--- config.mk ---
export PLATFORM = sky130hd
export DESIGN_NAME = nes_joypad_serializer
export DESIGN_NICKNAME = d
export VERILOG_FILES = /design/src/rtl/nes_joypad_serializer.sv
export SDC_FILE = /design/constraint.sdc
export NUM_CORES = 1
export LEC_CHECK = 0
export BUFFER_PORTS_ARGS = -buffer_cell sky130_fd_sc_hd__clkbuf_2
export CAP_MARGIN = 15
export CELL_PAD_IN_SITES_DETAIL_PLACEMENT = 0
export CELL_PAD_IN_SITES_GLOBAL_PLACEMENT = 1
export CORE_UTILIZATION = 35
export DETAILED_ROUTE_END_ITERATION = 8
export PLACE_DENSITY = 0.68
export SETUP_SLACK_MARGIN = 0.5
export SLEW_MARGIN = 20
export SYNTH_ARGS = -nofsm -noshare
export SYNTH_HDL_FRONTEND = slang
export SYNTH_SLANG_ARGS = --single-unit
--- constraint.sdc ---
create_clock -name clk -period 2.2 [get_ports clk]
set_input_delay 0.33 -clock clk [delete_from_list [all_inputs] [get_ports clk]]
set_output_delay 0.33 -clock clk [all_outputs]
set_load 0.005 [all_outputs]
--- src/rtl/nes_joypad_serializer.sv ---
// Two-player NES controller port: synchronises and debounces parallel buttons,
// optionally blocks opposing directions, and serialises them with $4016/$4017 timing.
module nes_joypad_serializer #(
  parameter int DEBOUNCE_CYCLES  = 21477,
  parameter bit INPUT_ACTIVE_LOW = 1'b1,
  parameter bit BLOCK_OPPOSING   = 1'b1
) (
  input  logic       clk,
  input  logic       reset,
  input  logic [7:0] btn_p1,
  input  logic [7:0] btn_p2,
  input  logic       strobe,
  input  logic       read_p1,
  input  logic       read_p2,
  output logic       data_p1,
  output logic       data_p2,
  output logic [7:0] pressed_p1,
  output logic [7:0] pressed_p2
);

  localparam int PW = $clog2(DEBOUNCE_CYCLES);
  localparam logic [PW-1:0] TERM = PW'(DEBOUNCE_CYCLES - 1);

  logic [PW-1:0] pre;
  logic          tick;

  logic [7:0] btn   [2];
  logic       rd    [2];
  logic [7:0] filt  [2];
  logic       dout  [2];

  assign btn[0] = btn_p1;
  assign btn[1] = btn_p2;
  assign rd[0]  = read_p1;
  assign rd[1]  = read_p2;

  assign pressed_p1 = filt[0];
  assign pressed_p2 = filt[1];
  assign data_p1    = dout[0];
  assign data_p2    = dout[1];

  // Up+Down or Left+Right together are reported as neither pressed.
  function automatic logic [7:0] block_opposing(input logic [7:0] d);
    logic [7:0] r;
    r = d;
    if (BLOCK_OPPOSING) begin
      if (d[4] && d[5]) r[5:4] = 2'b00;
      if (d[6] && d[7]) r[7:6] = 2'b00;
    end
    return r;
  endfunction

  // Serial order A,B,Select,Start,Up,Down,Left,Right; bit 0 leaves first.
  function automatic logic [7:0] serial_order(input logic [7:0] p);
    return {p[6], p[7], p[4], p[5], p[3], p[2], p[1], p[0]};
  endfunction

  assign tick = (pre == TERM);

  always_ff @(posedge clk) begin
    if (reset) begin
      pre <= '0;
    end else if (tick) begin
      pre <= '0;
    end else begin
      pre <= pre + PW'(1);
    end
  end

  for (genvar p = 0; p < 2; p++) begin : g_player
    logic [7:0] meta;
    logic [7:0] sync;
    logic [7:0] norm;
    logic [7:0] hist;
    logic [7:0] agree;
    logic [7:0] deb;
    logic [7:0] sr;
    logic [7:0] sr_nxt;
    logic [3:0] cnt;
    logic [3:0] cnt_nxt;

    assign norm  = INPUT_ACTIVE_LOW ? ~sync : sync;
    // A bit is accepted only when the new sample matches the previous one.
    assign agree = ~(norm ^ hist);

    always_comb begin
      sr_nxt  = sr;
      cnt_nxt = cnt;
      if (strobe) begin
        sr_nxt  = serial_order(filt[p]);
        cnt_nxt = 4'd0;
      end else if (rd[p] && (cnt != 4'd8)) begin
        sr_nxt  = {1'b1, sr[7:1]};
        cnt_nxt = cnt + 4'd1;
      end
    end

    // Output is computed from the next state so the bit visible during a
    // read pulse is the one the CPU samples; the advance shows a cycle later.
    always_ff @(posedge clk) begin
      if (reset) begin
        meta    <= '0;
        sync    <= '0;
        hist    <= '0;
        deb     <= '0;
        filt[p] <= '0;
        sr      <= '0;
        cnt     <= 4'd8;
        dout[p] <= 1'b1;
      end else begin
        meta <= btn[p];
        sync <= meta;
        if (tick) begin
          hist <= norm;
          deb  <= (deb & ~agree) | (norm & agree);
        end
        filt[p] <= block_opposing(deb);
        sr      <= sr_nxt;
        cnt     <= cnt_nxt;
        dout[p] <= (cnt_nxt == 4'd8) ? 1'b1 : sr_nxt[0];
      end
    end
  end

endmodule

==> out/summary.md <==
### Pwr
- **cell leakage power** 2.04 nW
- **Max VDD drop** 0.438 mV
- **pwr dens** 948 mW/mm2

### STA
- **Setup TNS** 0 ps
- **fraction of the cycle the final worst path needs** 0.765
- **worst-margin pin slew** 432 ps
- **final setup vio count** 0
- **Final Max Tran Viols** 0
- **final-report hold violation count** 0
- **clock tree skew after final layout** 12.1 ps
- **upper clock frequency limit** 0.594 GHz
- **unrepaired setup endpoints after global routing** true
- **Min Clock Period, post-route** 1680 ps
- **worst slew slack as a fraction of its limit** 0.712

### Global route
- **wire length of the first global-routing pass** 14200 um
- **largest net degree at the start of global routing** 103
- **GRT overflow** 0
- **aggregate global-route resource usage** 0.141
- **number of global-route vias before repair** 3003
- **initial antenna violation count** 0

### Final layout
- **top library cells by usage in the layout, fill and taps aside** dfxtp_1, nor2_1, nor2b_1
- **most common cell after layout, fill and taps aside** dfxtp_1
- **Design Area, Final** 0.00557 mm2
- **final std cells w/o fill** 704
- **area growth from synthesis to final layout** 23.3%
- **share of layout cells above drive strength 1** 0.195
- **number of antenna diodes** 0
- **Final #Nets** 546
- **layout filler cell count** 1263

### Clocking
- **TritonCTS clock tree** done
- **number of buffers added by the clock tree synthesis step** 17
- **# hold bufs at CTS** 0
- **worst-skew pair later-pin latency** 410 ps
- **maximum clock path buffer count** 2
- **buffer cell driving the clock tree root** clkbuf_16
- **Clock transition at path regs** 50 ps
- **CTS sink cnt** 121
- **H-tree level count** 4

### Yosys
- **gate count after technology mapping** 472
- **post-synthesis sequential area ratio** 0.537
- **number of enable-type register cells in the synthesized netlist** 0
- **summed instance area of the synthesized netlist** 0.00451 mm2
- **Netlist cell types** 47
- **Post-synth ARST share** 0
- **Synth Warn #** 0
- **post-synth net total** 499
- **syn avg cell area** 9.56 um2
- **synthesis-stage register bit count** 121
- **Primary FF master, synth** dfxtp_1

### Setup path
- **Data required, critical path** 2490 ps
- **Worst Setup Path Type** reg2reg
- **maximum fanout encountered on the critical timing path** 9
- **data arrival time of the critical path** 1970 ps
- **startpoint type of the worst setup path** flop
- **critical path endpoint category** flop

### Run
- **number of max-capacitance violations reported** 0

### Floorplan
- **Starting Density** 0.358
- **area of the core** 0.0126 mm2
- **Die Span X** 116 um
- **# IOs** 39
- **area of the die** 0.0134 mm2
- **vertical die dimension** 116 um
- **Cell Rows** 41

### Routing
- **number of search-and-repair iterations in the first detailed-routing pass** 4
- **mean number of vias per cell** 4.72
- **via total after detailed routing** 3325
- **number of routed nets with antenna violations** 0
- **count of unresolved DRC violations after routing** 0
- **drt total wl** 8940 um
- **final routed wire length divided by cell count** 12.7 um
- **number of violations reported at the end of detailed-routing iteration 0** 122

### Placed design
- **RD Place Congestion** 0.774
- **Placed Cells incl. Taps** 662
- **Final HPWL DP** 5040 um
- **instance area at placement** 0.00484 mm2
- **# port buffers** 38

### Outcome
- **run status** finished clean

### Worst hold path
- **classification of the worst-slack hold path** in2reg

-- report_power, final --
part | switching (mW) | total, mW | internal, mW | leakage (nW)
registers | 0.0363 | 2.30 | 2.26 | 0.987
clock network | 0.919 | 2.76 | 1.84 | 0.299
logic | 0.122 | 0.222 | 0.0997 | 0.756
total | 1.08 | 5.28 | 4.20 | 2.04
-- repair_timing --
action,4_1_cts,5_1_grt
resized for setup,3,10
setup endpoints to repair,40,41
cloned,1,4
pin swaps,0,4
setup buffers,0,5
-- layer usage --
layer  vias to the layer above  track usage  routed length [um]
met5                         -            0                   0
met4                         0       0.0701                 112
met3                         8       0.0523                 289
met2                        46        0.219                4200
met1                      1523        0.173                4330
li1                       1748            -                   -
-- synth_stat cells (6+ instances only) --
| cell | n | area share |
|---|---|---|
| a211oi_1 | 22 | 0.037 |
| a21oi_1 | 7 | 0.0078 |
| a311oi_1 | 7 | 0.014 |
| a31oi_1 | 16 | 0.022 |
| clkbuf_1 | 11 | 0.0091 |
| dfxtp_1 | 121 | 0.54 |
| ha_1 | 6 | 0.017 |
| inv_1 | 28 | 0.023 |
| mux2i_1 | 7 | 0.016 |
| nand2_1 | 30 | 0.025 |
| nand3_1 | 27 | 0.030 |
| nor2_1 | 43 | 0.036 |
| nor2b_1 | 40 | 0.055 |
| nor3_1 | 7 | 0.0078 |
| nor3b_1 | 8 | 0.013 |
| o21ai_0 | 21 | 0.023 |
| xnor2_1 | 7 | 0.014 |
| xor2_1 | 9 | 0.017 |
-- worst paths after layout --
check / from / to / slack (ps) / cells after the start
hold reg to reg: g_player[0].sync[6]$_SDFF_PP0_ / g_player[0].hist[6]$_SDFFE_PP0P_ / 430 / 1
setup / recovery: g_player[0].cnt[0]$_SDFF_PP0_ / dout[0]$_DFF_P_ / 520 / 6
hold / removal: btn_p1[7] / g_player[0].meta[7]$_SDFF_PP0_ / 120 / 2
setup reg to reg: g_player[0].cnt[0]$_SDFF_PP0_ / dout[0]$_DFF_P_ / 520 / 6
-- final cells by class --
cell class	instances	area [um2]	share of cell area
Clock buffer	25	515	0.0926
Clock inverter	7	87.6	0.0157
Inverter	29	109	0.0196
Multi-Input combinational cell	303	1940	0.348
Sequential cell	121	2430	0.436
Tap cell	172	215	0.0387
Timing Repair Buffer	47	277	0.0497
-- cells by family (layout without fill, tap and decap cells) --
| logic type | after synthesis | in the layout | share of synthesized area |
|---|---|---|---|
| multiplexers | 8 | 8 | 0.0180 |
| buffers and inverters | 53 | 108 | 0.0513 |
| AND/OR/NAND/NOR | 186 | 191 | 0.222 |
| adder cells (fa/ha/maj) | 6 | 6 | 0.0166 |
| AO/OA/AOI/OAI | 82 | 82 | 0.124 |
| flip-flops | 121 | 121 | 0.537 |
| XOR/XNOR | 16 | 16 | 0.0311 |
-- per-stage QoR --
stage / power (mW) / utilization / worst slack [ps] / hold WS (ps)
after global placement: 2.55 / 0.384 / 437 / 420
after floorplan: 2.48 / - / 545 / 405
after global routing: 5.49 / 0.441 / 437 / 114
final: 5.28 / 0.441 / 516 / 122
after detailed placement: 2.55 / 0.384 / 386 / 421
after CTS: 5.34 / 0.433 / 416 / 108
-- critical path, stage by stage, from the launching register on --
cell      delay, ps
dfxtp_1         370
inv_1           100
ha_1            250
nand3b_4        150
a211oi_1         90
a221o_1         290
a311o_1         320
Power figures use the tool's default switching activity.
